===== config.mk =====
export PLATFORM = sky130hd
export DESIGN_NAME = atmos_light_ctrl
export DESIGN_NICKNAME = d
export VERILOG_FILES = /design/src/rtl/atmos_light_ctrl.sv
export SDC_FILE = /design/constraint.sdc
export NUM_CORES = 1
export LEC_CHECK = 0
export BUFFER_PORTS_ARGS = -buffer_cell sky130_fd_sc_hd__buf_2
export CORE_MARGIN = 1.5
export CORE_UTILIZATION = 50
export DETAILED_ROUTE_END_ITERATION = 7
export PLACE_DENSITY = 0.67
export SLEW_MARGIN = 5
export SYNTH_ARGS = -nofsm -noshare
export SYNTH_HDL_FRONTEND = slang
export SYNTH_SLANG_ARGS = --single-unit

===== constraint.sdc =====
create_clock -name clk -period 5.1 [get_ports clk]
set_input_delay 1.02 -clock clk [delete_from_list [all_inputs] [get_ports clk]]
set_output_delay 1.02 -clock clk [all_outputs]
set_load 0.03 [all_outputs]

===== src/rtl/atmos_light_ctrl.sv =====
// atmos_light_ctrl: per-frame atmospheric light (A) estimator for the dehaze stage.
// Tracks the dark-channel maximum over each active frame and checks the pixel
// and line counts. During vertical blanking it runs a shift-based IIR update
// with a clamp, so A only ever changes between frames.
module atmos_light_ctrl #(
  parameter int H_DISP      = 1280,
  parameter int V_DISP      = 720,
  parameter int ALPHA_SHIFT = 2,
  parameter int A_MIN       = 64,
  parameter int A_DEFAULT   = 255
) (
  input  logic       clk,
  input  logic       rst_n,
  input  logic       per_frame_vsync,
  input  logic       per_frame_href,
  input  logic       per_frame_clken,
  input  logic [7:0] per_img_Dark,
  input  logic       cfg_freeze,
  output logic [7:0] atmospheric_light,
  output logic       atmos_update,
  output logic       atmos_locked,
  output logic       frame_err
);

  localparam logic [21:0] PIX_TARGET  = 22'(H_DISP * V_DISP);
  localparam logic [11:0] LINE_TARGET = 12'(V_DISP);
  localparam logic [7:0]  A_MIN_V     = 8'(A_MIN);
  localparam logic [7:0]  A_DEFAULT_V = 8'(A_DEFAULT);

  typedef enum logic [2:0] {IDLE, ACCUM, CHECK, FILTER, UPDATE} state_t;

  state_t      state;
  logic        vsync_d;
  logic        href_d;
  logic [21:0] pix_cnt;
  logic [11:0] line_cnt;
  logic [7:0]  dark_max;
  logic [7:0]  target_a;
  logic        start_pending;

  logic        vs_rise;
  logic        vs_fall;
  logic        href_fall;
  logic        pix_valid;
  logic        restart;
  logic        frame_good;

  logic signed [9:0] diff;
  logic signed [9:0] step;
  logic signed [9:0] sum;
  logic [7:0]        filt_a;

  // Registered copies of the sync inputs for edge detection. vsync_d comes out
  // of reset high so a frame already in progress at reset never looks like a start.
  always_ff @(posedge clk or negedge rst_n) begin
    if (!rst_n) begin
      vsync_d <= 1'b1;
      href_d  <= 1'b0;
    end else begin
      vsync_d <= per_frame_vsync;
      href_d  <= per_frame_href;
    end
  end

  // Edge strobes, pixel qualifier and the frame-complete test
  always_comb begin
    vs_rise    = per_frame_vsync & ~vsync_d;
    vs_fall    = ~per_frame_vsync & vsync_d;
    href_fall  = ~per_frame_href & href_d;
    pix_valid  = per_frame_clken & per_frame_href & per_frame_vsync;
    restart    = start_pending | vs_rise;
    frame_good = (pix_cnt == PIX_TARGET) && (line_cnt == LINE_TARGET);
  end

  // IIR step toward the frame maximum, then clamp into [A_MIN, 255].
  // The arithmetic shift floors, so small positive differences are dropped.
  always_comb begin
    diff = $signed({2'b00, dark_max}) - $signed({2'b00, atmospheric_light});
    step = diff >>> ALPHA_SHIFT;
    if (atmos_locked) begin
      sum = $signed({2'b00, atmospheric_light}) + step;
    end else begin
      sum = $signed({2'b00, dark_max});
    end
    if (sum < $signed({2'b00, A_MIN_V})) begin
      filt_a = A_MIN_V;
    end else if (sum > 10'sd255) begin
      filt_a = 8'd255;
    end else begin
      filt_a = sum[7:0];
    end
  end

  // Frame sequencer: IDLE -> ACCUM -> CHECK -> FILTER -> UPDATE, with registered outputs
  always_ff @(posedge clk or negedge rst_n) begin
    if (!rst_n) begin
      state             <= IDLE;
      pix_cnt           <= '0;
      line_cnt          <= '0;
      dark_max          <= '0;
      target_a          <= '0;
      start_pending     <= 1'b0;
      atmospheric_light <= A_DEFAULT_V;
      atmos_update      <= 1'b0;
      atmos_locked      <= 1'b0;
      frame_err         <= 1'b0;
    end else begin
      atmos_update <= 1'b0;
      frame_err    <= 1'b0;
      case (state)
        IDLE: begin
          if (vs_rise) begin
            pix_cnt  <= '0;
            line_cnt <= '0;
            dark_max <= '0;
            state    <= ACCUM;
          end
        end
        ACCUM: begin
          if (pix_valid) begin
            if (pix_cnt != {22{1'b1}}) pix_cnt <= pix_cnt + 22'd1;
            if (per_img_Dark > dark_max) dark_max <= per_img_Dark;
          end
          if (href_fall && (line_cnt != {12{1'b1}})) line_cnt <= line_cnt + 12'd1;
          if (vs_fall) state <= CHECK;
        end
        CHECK: begin
          if (frame_good) begin
            if (vs_rise) start_pending <= 1'b1;
            state <= FILTER;
          end else begin
            frame_err <= 1'b1;
            if (restart) begin
              pix_cnt       <= '0;
              line_cnt      <= '0;
              dark_max      <= '0;
              start_pending <= 1'b0;
              state         <= ACCUM;
            end else begin
              state <= IDLE;
            end
          end
        end
        FILTER: begin
          if (vs_rise) start_pending <= 1'b1;
          target_a <= filt_a;
          state    <= UPDATE;
        end
        UPDATE: begin
          if (!cfg_freeze) begin
            atmospheric_light <= target_a;
            atmos_update      <= 1'b1;
            atmos_locked      <= 1'b1;
          end
          if (restart) begin
            pix_cnt       <= '0;
            line_cnt      <= '0;
            dark_max      <= '0;
            start_pending <= 1'b0;
            state         <= ACCUM;
          end else begin
            state <= IDLE;
          end
        end
        default: state <= IDLE;
      endcase
    end
  end

endmodule


# Word level (Yosys, flattened, before mapping)
# Index checks and enable logic that the tools add are counted.
totals:
  inputBits: 14
  wordCells: 87
  ff_bits: 67
  out_inout_bits: 11
op_classes:
  order_cmp: 3
  n_reduce_logical: 10
  addsub: 4
  n_bitwise: 10
  mux: 33
  n_eq_ne: 15
ops:
  columns: ["op", "count"]
  rows:
  - ["22-bit 2-to-1 mux", 5]
  - ["22-bit one-hot mux with 4 select lines", 1]
  - ["8-bit 2-to-1 mux", 7]
  - ["12-bit 2-to-1 mux", 4]
  - ["12-bit one-hot mux with 4 select lines", 1]
  - ["8-bit one-hot mux with 4 select lines", 1]
  - ["22-bit by 1-bit adder with 22-bit output (second input constant)", 1]
  - ["22-bit by 20-bit equality test with 1-bit output (second input constant)", 1]
  - ["22-bit != test (second input constant)", 1]
  - ["3-bit one-hot mux with 5 select lines", 1]
  - ["2-bit != test (second input constant)", 7]
  - ["12-bit by 1-bit adder with 12-bit output (second input constant)", 1]
  - ["12-bit by 10-bit equality test with 1-bit output (second input constant)", 1]
  - ["12-bit != test (second input constant)", 1]
  - ["9-bit by 7-bit adder with 10-bit output", 1]
  - ["10-bit by 9-bit > comparator with 1-bit output (second input constant)", 1]
  - ["10-bit by 8-bit < comparator with 1-bit output (second input constant)", 1]
  - ["10-bit 2-to-1 mux", 1]
  - ["5-bit AND reduction", 2]
  - ["8-bit by 8-bit subtractor with 9-bit output", 1]
  - ["8-bit > comparator", 1]
  - ["1-bit 2-to-1 mux", 8]
  - ["3-bit by 2-bit equality test with 1-bit output (second input constant)", 2]
  - ["3-bit 2-to-1 mux", 2]
  - ["13 further kinds", 22]

# Longest topological paths before layout
depth:
  depth_word: 6
  ltp_mapped: 16
  depth_no_buf: 16

# Least setup slack after synthesis
# OpenSTA, ideal clock, no wires.
synth_path:
  path_kind: "register -> register"
  from: "register atmospheric_light[2]"
  to: "register target_a[1]"
  period_less_slack_ns: 3.674
  setup_ns: 0.083
  required_ns: 5.017
  t_arrival_ns: 3.592
  n_path_buf: 0
  path_stages_with_launch: 17
  slack_ns: 1.426
  path_cell_list: "dfstp_2 -> inv_1 -> ha_1 -> a21o_1 -> a31o_2 -> a21oi_1 -> inv_1 -> a21oi_1 -> xnor2_1 -> ha_1 -> nand3_1 -> o211ai_1 -> a221o_1 -> or2_2 -> o221ai_4 -> o22ai_1 -> o21ai_0"
synth_between:
  elab_chain_len: 6
  word_cells_on_any_way: 7
  classes_between: "add/sub: 2; order compare: 2; mux: 3"
synth_rtl:
  columns: ["element", "line_no", "rtl"]
  rows:
  - ["start: declaration", "19", "output logic [7:0] atmospheric_light,"]
  - ["start signal: assignment", "151", "atmospheric_light <= target_a;"]
  - ["8-bit by 8-bit subtractor with 9-bit output", "78", "diff = $signed({2'b00, dark_max}) - $signed({2'b00, atmospheric_light});"]
  - ["9-bit by 7-bit adder with 10-bit output (*)", "81", "sum = $signed({2'b00, atmospheric_light}) + step;"]
  - ["10-bit 2-to-1 mux (*)", "80", "if (atmos_locked) begin"]
  - ["10-bit by 9-bit > comparator with 1-bit output", "87", "end else if (sum > 10'sd255) begin"]
  - ["8-bit 2-to-1 mux", "87", null]
  - ["8-bit 2-to-1 mux (*)", "85", "if (sum < $signed({2'b00, A_MIN_V})) begin"]
  - ["end signal: assignment", "146", "target_a <= filt_a;"]
  - ["end: declaration", "38", "logic [7:0] target_a;"]
# Mark *: on every way between the ends. The rest lies on a longest branch, timed or not.
# A chain may end at the register's enable or synchronous reset.

# Worst setup path after layout
layout_path:
  from: "register atmospheric_light[2]"
  to: "register target_a[4]"
# Same word-level chain as after synthesis.

==> impl_metrics.ini <==
[final_layout]
antenna_cells = 0
area_growth_pct = 8.91
design_area_sq_um = 4680
layoutNonFillerInstCount = 590
postLayoutCoreUtil_pct = 56.7
final_common_cell = dfrtp_1
num-nets-final = 524
drive_gt1_share_pct = 15.5
layout_common_cells = 58 x dfrtp_1, 38 x nand2_1, 35 x nor2_1

[placed_design]
io_buffers = 24
place_area_sq_um = 4500
place_congestion = 0.908
hpwl_mm = 6.63
place_inst = 574

[outcome]
status = complete, no violations

[flow_run]
maxCapViolCount = 0

[sta]
fin_crit_sh_pct = 77.0
hold_viol = 0
rsz0062_at_grt = false
maxSlewHeadroom_pct = 38.7
fin_setup_tns_ns = 0
fmax_ghz = 0.255
worst_pin_slew_ns = 0.919
setup_viol = 0
clock-skew-final_ns = 0.0136
hold-worst-slack_ns = 0.483
report.final.slew_viol_count = 0
period_minus_slack_ns = 3.93

[synth]
synth_area_leader_cell = dfrtp_1
synth_nets = 500
synth_area_sq_um = 4300
syn_inst = 456
yosysWarnings = 0
syn-mean-instance-area_sq_um = 9.42
ys_seq_area_share_pct = 39.3
synth_cell_types = 65
netlist.area_leader.share_pct = 33.8
synth_area_leaders = dfrtp_1 34%, ha_1 8.4%, dfstp_2 5.5%, xor2_1 4.3%, xnor2_1 3.5%
async_flop_share_pct = 100
ys.flop_type = dfrtp_1
synth_edf_count = 0
synth_seq_cells = 67

[cts]
clk_pin_slew_worst_paths_ns = 0.08
numCtsBuffers = 9
ctsHoldBuffers = 0
post_cts_buffers = 0
clock_path_buffers = 2
h-tree-depth = 3
cts_sinks = 67
cts_resized = 0
clkLatencyLatePin_ns = 0.34
tritoncts = yes
cts-root-buf = clkbuf_8

[critical_path]
slowest_delay_ns = 0.54
crit_cells = 16
critPathKind = flip-flop to flip-flop
ff2ff_setup_slack_ns = 1.17
cpMostUsedCell = a21oi_1
worstPathArrival_ns = 4.11
cp_slowest_cell = dfstp_2
path_buf_inv = 2
worstRegToRegCells = 16
cp-end-kind = flip-flop
critPathMaxFanout = 8
path_cells = inv_1, ha_1, a21o_1, a31o_2, a21oi_1, inv_1, a21oi_1, xnor2_1, ha_1, nand3_1, o211ai_1, a31oi_1, xnor2_1, a21oi_1, o311ai_4, o21ai_0
required_ns = 5.29
cp_top_family = compound AO/OA/AOI/OAI gates
start_kind = flip-flop

[global_routing]
antenna_found_initial = 0
grt_pass1_vias = 3243
grt_pass1_wl_mm = 15.7
grt_start_max_net_pins = 35
overflow = 0
track_usage_pct = 22.3

[detailed_routing]
wl_per_cell_um = 15.6
drtAntennaViolNets = 0
dr.pass1.iters = 5
drt-total-wl_mm = 9.21
remaining_drc_errors = 0
first_iter_violations = 153
vias = 3401
via_per_inst = 5.76

[floorplanning]
die_w_um = 95.7
die_h_um = 95.7
core_sq_um = 8260
num_rows = 33
initial_core_util_pct = 52.0
ios = 25
dieArea_sq_um = 9160

[power_and_ir_drop]
vdd_drop_max_mv = 0.348
powerDensity_nw_per_um2 = 599
p_leak_nw = 2.07

[worst_hold_path]
hold_class = flip-flop to flip-flop
hold_depth = 2
==> power by group <==
part | internal (mW) | switching (mW)
logic | 0.651 | 0.987
registers | 0.640 | 0.110
clock network | 0.216 | 0.197
==> synth_stat cells, drive strengths merged, types with 5 or more instances <==
cell,n
and3,11
xor2,21
nor4b,6
nor4,7
a21oi,22
o22ai,7
and4,5
nand4,14
nor2,37
ha,29
dfstp,9
a21o,5
a22o,8
o21ai,24
nand3,27
clkbuf,5
nand2,38
nor3,16
inv,29
buf,11
dfrtp,58
xnor2,17
==> worst paths after layout <==
| kind | startpoint | to |
|---|---|---|
| setup / recovery | atmospheric_light[2]$_DFFE_PN1P_ | target_a[4]$_DFFE_PN0N_ |
| hold / removal | target_a[3]$_DFFE_PN0N_ | target_a[3]$_DFFE_PN0N_ |
| setup reg to reg | atmospheric_light[2]$_DFFE_PN1P_ | target_a[4]$_DFFE_PN0N_ |
| hold reg to reg | target_a[3]$_DFFE_PN0N_ | target_a[3]$_DFFE_PN0N_ |
| max in group asynchronous | rst_n | atmospheric_light[0]$_DFFE_PN1P_ |
| min in group asynchronous | rst_n | atmos_locked$_DFFE_PN0P_ |
==> layout make-up <==
cell class,count,area [sq um]
clock buffer,14,173
fill,777,3580
timing repair buffer,29,158
clock inverter,2,10.0
multi-input combinational,344,2410
tap,105,131
inverter,29,109
sequential,67,1690
==> flip-flops by register name (all words and copies together), names as in the netlist <==
name / count
atmospheric_light: 8
pix_cnt: 22
frame_err: 1
vsync_d: 1
start_pending: 1
state: 3
atmos_update: 1
target_a: 8
href_d: 1
dark_max: 8
atmos_locked: 1
line_cnt: 12
==> layer usage <==
| layer | GRT usage [%] | up-vias | routed length (um) |
|---|---|---|---|
| met5 | 0 | - | 0 |
| met4 | 6.00 | 0 | 60 |
| met3 | 4.31 | 6 | 294 |
| met2 | 33.1 | 67 | 4130 |
| met1 | 32.9 | 1644 | 4720 |
| li1 | - | 1684 | - |
==> stage by stage <==
step           total power [mW]  worst slack (ns)
6_report                   2.80              1.17
5_1_grt                    3.06             0.864
4_1_cts                    2.81              1.17
3_5_place_dp               2.38              1.20
3_3_place_gp               2.35              1.38
2_1_floorplan              2.08              1.43
==> worst register-to-register path, stage by stage (launching register included) <==
cell      delay (ns)
dfstp_2         0.54
inv_1           0.05
ha_1            0.33
a21o_1          0.19
a31o_2          0.25
a21oi_1         0.23
inv_1           0.06
a21oi_1         0.19
xnor2_1         0.10
ha_1            0.37
nand3_1         0.09
o211ai_1        0.29
a31oi_1         0.15
xnor2_1         0.15
a21oi_1         0.13
o311ai_4        0.45
o21ai_0         0.17
==> logic make-up (layout without fill, tap and decap cells) <==
| kind of cell | count (synthesis) | after routing | share of synthesized area, % |
|---|---|---|---|
| flops | 67 | 67 | 39.3 |
| buf+inv | 45 | 74 | 4.66 |
| compound gates | 90 | 90 | 15.3 |
| simple gates | 182 | 182 | 23.2 |
| mux | 4 | 4 | 0.961 |
| xor+xnor | 38 | 38 | 7.75 |
| fa+ha+maj | 30 | 30 | 8.91 |
Power figures use the tool's default switching activity.
